`config.mk`:
```
export PLATFORM = sky130hd
export DESIGN_NAME = hazard_scoreboard
export DESIGN_NICKNAME = d
export VERILOG_FILES = /design/src/rtl/hazard_scoreboard.sv
export SDC_FILE = /design/constraint.sdc
export NUM_CORES = 1
export LEC_CHECK = 0
export ABC_AREA = 1
export CORE_MARGIN = 1
export CORE_UTILIZATION = 42
export DETAILED_ROUTE_END_ITERATION = 7
export PLACE_DENSITY = 0.71
export SLEW_MARGIN = 20
export SYNTH_ARGS = -nofsm -noshare
export SYNTH_HDL_FRONTEND = slang
export SYNTH_SLANG_ARGS = --single-unit
```
`constraint.sdc`:
```
create_clock -name clk -period 6 [get_ports clk]
set_input_delay 0.6 -clock clk [delete_from_list [all_inputs] [get_ports clk]]
set_output_delay 0.6 -clock clk [all_outputs]
set_load 0.05 [all_outputs]
```
`src/rtl/hazard_scoreboard.sv`:
```
// Register-write scoreboard between ID issue and WB retirement; raises the ID stall.
// Optional flag-dependency tracking is built when HAZARD_SB_FLAGS_EN is defined.
module hazard_scoreboard #(
  parameter int MAX_INFLIGHT = 3,
  parameter bit WB_BYPASS    = 1'b1
) (
  input  logic        clk,
  input  logic        rst,
  input  logic        id_valid,
  input  logic [3:0]  id_src1,
  input  logic [3:0]  id_src2,
  input  logic        id_two_src,
  input  logic        id_wb_en,
  input  logic [3:0]  id_dest,
  input  logic        id_s,
  input  logic [3:0]  id_cond,
  input  logic        freeze,
  input  logic        flush,
  input  logic        wb_en,
  input  logic [3:0]  wb_dest,
  input  logic        flags_commit,
  output logic        hazard,
  output logic        issue,
  output logic [15:0] busy,
  output logic [3:0]  inflight,
  output logic        underflow
);

  localparam int CW = $clog2(MAX_INFLIGHT + 1);
  localparam logic [CW-1:0] CNT_MAX = CW'(MAX_INFLIGHT);
  localparam logic [CW-1:0] CNT_ONE = CW'(1);

  logic [CW-1:0] cnt     [16];
  logic [CW-1:0] cnt_nxt [16];
  logic [15:0]   busy_nxt;
  logic [3:0]    inflight_nxt;
  logic          underflow_nxt;
  logic          pend1, pend2, sat, fhaz;
  logic          inc, dec, same_reg;

`ifdef HAZARD_SB_FLAGS_EN
  logic [CW-1:0] fcnt, fcnt_nxt;
  assign fhaz = (id_cond != 4'b1110) && (fcnt != '0);
`else
  logic unused_flags;
  assign unused_flags = ^{id_s, id_cond, flags_commit};
  assign fhaz = 1'b0;
`endif

  // A register whose last pending write retires this cycle is readable through the write-through file.
  always_comb begin
    pend1 = (cnt[id_src1] != '0);
    if (WB_BYPASS && wb_en && (wb_dest == id_src1) && (cnt[id_src1] == CNT_ONE))
      pend1 = 1'b0;
    pend2 = (cnt[id_src2] != '0);
    if (WB_BYPASS && wb_en && (wb_dest == id_src2) && (cnt[id_src2] == CNT_ONE))
      pend2 = 1'b0;
    sat = id_wb_en && (cnt[id_dest] == CNT_MAX) && !(wb_en && (wb_dest == id_dest));
  end

  assign hazard   = id_valid & (pend1 | (id_two_src & pend2) | sat | fhaz);
  assign issue    = id_valid & ~hazard & ~freeze & ~flush;
  assign inc      = issue & id_wb_en;
  assign dec      = wb_en;
  assign same_reg = inc & dec & (id_dest == wb_dest);

  always_comb begin
    cnt_nxt       = cnt;
    inflight_nxt  = inflight;
    underflow_nxt = underflow;
    if (!same_reg) begin
      if (inc && (cnt[id_dest] != CNT_MAX)) begin
        cnt_nxt[id_dest] = cnt[id_dest] + CNT_ONE;
        inflight_nxt     = inflight_nxt + 4'd1;
      end
      if (dec) begin
        if (cnt[wb_dest] != '0) begin
          cnt_nxt[wb_dest] = cnt[wb_dest] - CNT_ONE;
          if (inflight_nxt != 4'd0)
            inflight_nxt = inflight_nxt - 4'd1;
        end else begin
          underflow_nxt = 1'b1;
        end
      end
    end
`ifdef HAZARD_SB_FLAGS_EN
    fcnt_nxt = fcnt;
    if (!(issue && id_s && flags_commit)) begin
      if (issue && id_s && (fcnt != CNT_MAX))
        fcnt_nxt = fcnt + CNT_ONE;
      if (flags_commit) begin
        if (fcnt != '0)
          fcnt_nxt = fcnt - CNT_ONE;
        else
          underflow_nxt = 1'b1;
      end
    end
`endif
    for (int r = 0; r < 16; r++)
      busy_nxt[r] = (cnt_nxt[r] != '0);
  end

  always_ff @(posedge clk or posedge rst) begin
    if (rst) begin
      for (int r = 0; r < 16; r++)
        cnt[r] <= '0;
      busy      <= 16'd0;
      inflight  <= 4'd0;
      underflow <= 1'b0;
`ifdef HAZARD_SB_FLAGS_EN
      fcnt      <= '0;
`endif
    end else begin
      cnt       <= cnt_nxt;
      busy      <= busy_nxt;
      inflight  <= inflight_nxt;
      underflow <= underflow_nxt;
`ifdef HAZARD_SB_FLAGS_EN
      fcnt      <= fcnt_nxt;
`endif
    end
  end

endmodule

```
==> metrics.md <==
| Metric | Value |
|---|---|
| Crit path max-delay family | buffers and inverters |
| Crit. End Element | output port |
| H-Tree Depth | 2 |
| DR vias/cell | 5.50 |
| Layout Area Growth over Synthesis | 14.8% |
| Reg clk slew, reported paths | 0.09 ns |
| Worst-path fanout max | 9 |
| GRT Util Overall | 0.284 |
| Flop2flop setup slack | 2.63 ns |
| Final WL | 15400 µm |
| Initial antenna violation count | 0 |
| R2r endpoint | busy[7]$_DFF_PP0_ |
| Crit path DAT | 3.96 ns |
| Via count | 5034 |
| Avg Synthesized Cell Area | 6.01 µm² |
| Cell Area, Synth | 0.00445 mm² |
| Ports | 53 |
| First-pass GRT wire length | 24000 µm |
| Initial drt markers | 586 |
| Setup_tns | 0 ns |
| Die W | 105 µm |
| Hold Path Class | reg2reg |
| Sw Pwr | 0.913 mW |
| Cells on worst reg2reg path | 21 |
| Outcome | finished, final reports clean |
| Clock Skew | 0.00735 ns |
| Hold bufs inserted after CTS | 0 |
| Maximum clock frequency | 0.219 GHz |
| Clk buf depth | 2 |
| Nets | 812 |
| # rows | 37 |
| WP data required | 5.40 ns |
| Max incr delay on CP | 0.82 ns |
| Cts repair resizes | 0 |
| Commonest non-fill, non-tap cell in the layout | nand2_1 |
| Worst Slack Setup Final | 1.44 ns |
| Pwr/cell area | 357 mW/mm² |
| Comb pwr share | 0.509 |
| Leak | 2.51 nW |
| Setup WS pre-CTS | 1.47 ns |
| Max_slew headroom | 0.393 |
| Slew @ Worst Pin | 0.910 ns |
| Clock Sink Count | 53 |
| Final Max Slew Viols | 0 |
| Ys flop type | dfrtp_1 |
| Most frequent cells in the layout | 267 x nand2_1, 122 x inv_1, 76 x nand3_1, 53 x nor2_1, 53 x dfrtp_1 |
| Residual DRC count | 0 |
| Worst-path cell chain | clkdlybuf4s50_1 -> nand2_1 -> inv_1 -> a22oi_1 -> o221ai_1 -> nand2_1 -> nand4_1 -> ha_1 -> nand2_1 -> inv_1 -> nand2_1 -> nand2_1 -> nor2_1 -> nand2_1 -> clkinv_1 -> nand2_1 -> nor2_4 -> clkdlybuf4s50_1 |
| # diodes | 0 |
| Pre-antenna DRT Iters | 6 |
| YS warnings | 0 |
| Total chip power | 1.83 mW |
| Avg WL per Cell | 16.8 µm |
| Hold Fails Final Rpt | 0 |
| Maximum vdd drop | 0.200 mV |
| Number of global-route vias before repair | 4630 |
| Crit share post-route | 0.760 |
| Worst R2R Start | cnt[0]$_DFF_PP0_ |
| Sequential share of the synthesized area | 0.298 |
| RSZ-0062 raised after global routing | false |
| Max-Cap Viols | 0 |
| Critical path type | in2out |
| Post-Route Utilization | 0.497 |
| Total CTS buffers | 5 |
| Cell count after synthesis | 740 |
| Hold Crit Start | underflow$_DFFE_PP0P_ |
| Area of the core | 0.0103 mm² |
| Hold worst-path end | underflow$_DFFE_PP0P_ |
| Synth Register Bits | 53 |
| Post-Syn Nets | 774 |
| Fraction of layout cells with a size suffix above 1 | 0.0565 |
| Sequential share of power | 0.353 |
| Post-DP HPWL | 11500 µm |
| Root Buffer | clkbuf_8 |
| Post-synth cell types | 34 |
| Hold Crit Depth | 1 |
| Largest net degree at the start of global routing | 54 |
| Port bufs | 46 |
| Initial Utilization | 0.433 |
| Post-CTS setup buffer count | 0 |
| Async S/R FF share, synth | 1.00 |
| # setup viols final | 0 |
| Worst skew pair latency | 0.31 ns |
| Placer Congestion | 0.942 |
| Most frequent CP cell | nand2_1 |
| Int Power | 0.913 mW |
| Die height | 105 µm |
| Final ANT Viol Nets | 0 |
| Critical path startpoint category | primary input |
| Buffer and inverter count on the worst path | 5 |
| Total die area | 0.0110 mm² |
| Number of synthesized flops with an enable pin | 0 |
| Tmin final | 4.56 ns |
| CTS tree | done |
| Clock network power share | 0.138 |
| Sw frac | 0.500 |
| Max stage delay cell, worst path | clkdlybuf4s50_1 |
| Total grt overflow | 0 |
| Fill cell count | 1094 |
-- metrics by stage --
stage / hold WS (ns) / std cells / cell area [µm²]
2_1_floorplan: 0.489 / 740 / 4450
3_3_place_gp: 0.449 / 907 / 4990
3_5_place_dp: 0.453 / 907 / 4990
4_1_cts: 0.475 / 915 / 5110
5_1_grt: 0.487 / 915 / 5110
6_report: 0.472 / 915 / 5110
-- routing by layer --
metal  up-vias  global-route usage  share of wire
met5         -                   0              0
met4         0              0.0885          0.019
met3        25              0.0593          0.098
met2       252               0.444           0.45
met1      2331               0.392           0.43
li1       2426                   -              -
-- sequential cells by signal, summed over array words and instances, names as in the netlist --
register / flops
underflow: 1
busy: 16
cnt: 32
inflight: 4
-- worst register-to-register path, delay by kind of cell (launching register included) --
kind	cells	cell delay, ns
AND/OR/NAND/NOR	12	1.26
adder cells (fa/ha/maj)	1	0.28
AO/OA/AOI/OAI	3	0.56
buffers and inverters	5	0.67
flip-flops	1	0.49
-- cells in the mapped netlist, types with 2 or more instances --
| master | number | share of area |
|---|---|---|
| a22oi_1 | 3 | 0.0051 |
| o221ai_1 | 3 | 0.0059 |
| xnor2_1 | 3 | 0.0059 |
| a21oi_1 | 10 | 0.011 |
| ha_1 | 4 | 0.011 |
| o211ai_1 | 5 | 0.0084 |
| nor2_4 | 2 | 0.0051 |
| clkinv_1 | 4 | 0.0034 |
| inv_1 | 123 | 0.10 |
| nor2_2 | 9 | 0.013 |
| buf_4 | 3 | 0.0051 |
| nand3_1 | 76 | 0.085 |
| buf_6 | 2 | 0.0051 |
| nand4_1 | 8 | 0.011 |
| a21oi_2 | 2 | 0.0039 |
| nor2_1 | 53 | 0.045 |
| o21ai_0 | 33 | 0.037 |
| buf_2 | 11 | 0.012 |
| o22ai_1 | 38 | 0.053 |
| nand2_1 | 267 | 0.23 |
| dfrtp_1 | 53 | 0.30 |
| nand2_2 | 4 | 0.0056 |
| o21ai_2 | 8 | 0.016 |
| inv_2 | 6 | 0.0051 |
-- area by class of cell --
cell class | instances | area [µm²] | share of cell area
sequential | 53 | 1330 | 0.260
inverter | 133 | 500 | 0.0980
multi-input combinational | 537 | 2520 | 0.493
clock inverter | 1 | 30.0 | 0.00588
tap | 136 | 170 | 0.0333
clock buffer | 7 | 86.3 | 0.0169
timing repair buffer | 48 | 475 | 0.0931
-- cell families (layout without fill, tap and decap cells) --
| family | after synthesis | after routing | share of synthesized area |
|---|---|---|---|
| adders and majority gates | 4 | 4 | 0.0112 |
| and+or+nand+nor | 423 | 423 | 0.400 |
| xor gates and xnor gates | 4 | 4 | 0.00788 |
| DFF | 53 | 53 | 0.298 |
| buffers and inverters | 150 | 189 | 0.136 |
| AOI/OAI and AO/OA | 106 | 106 | 0.147 |
-- worst max path at each step --
stage / depth (start not counted) / startpoint / to
finish: 18 / id_dest[0] / issue
global route: 18 / id_dest[0] / issue
CTS: 18 / id_dest[0] / issue
detailed placement: 18 / id_dest[0] / issue
global placement: 18 / id_dest[0] / issue
floorplan: 27 / id_dest[1] / inflight[0]$_DFFE_PP0N_
-- power groups by stage --
| stage | logic, mW | clock network [mW] | registers (mW) |
|---|---|---|---|
| after global placement | 0.909 | 0 | 0.639 |
| after CTS | 0.924 | 0.261 | 0.635 |
| final | 0.930 | 0.251 | 0.645 |
| after floorplan | 0.485 | 0 | 0.732 |
| after detailed placement | 0.919 | 0 | 0.643 |
| after global routing | 1.02 | 0.272 | 0.655 |
Power figures use the tool's default switching activity.
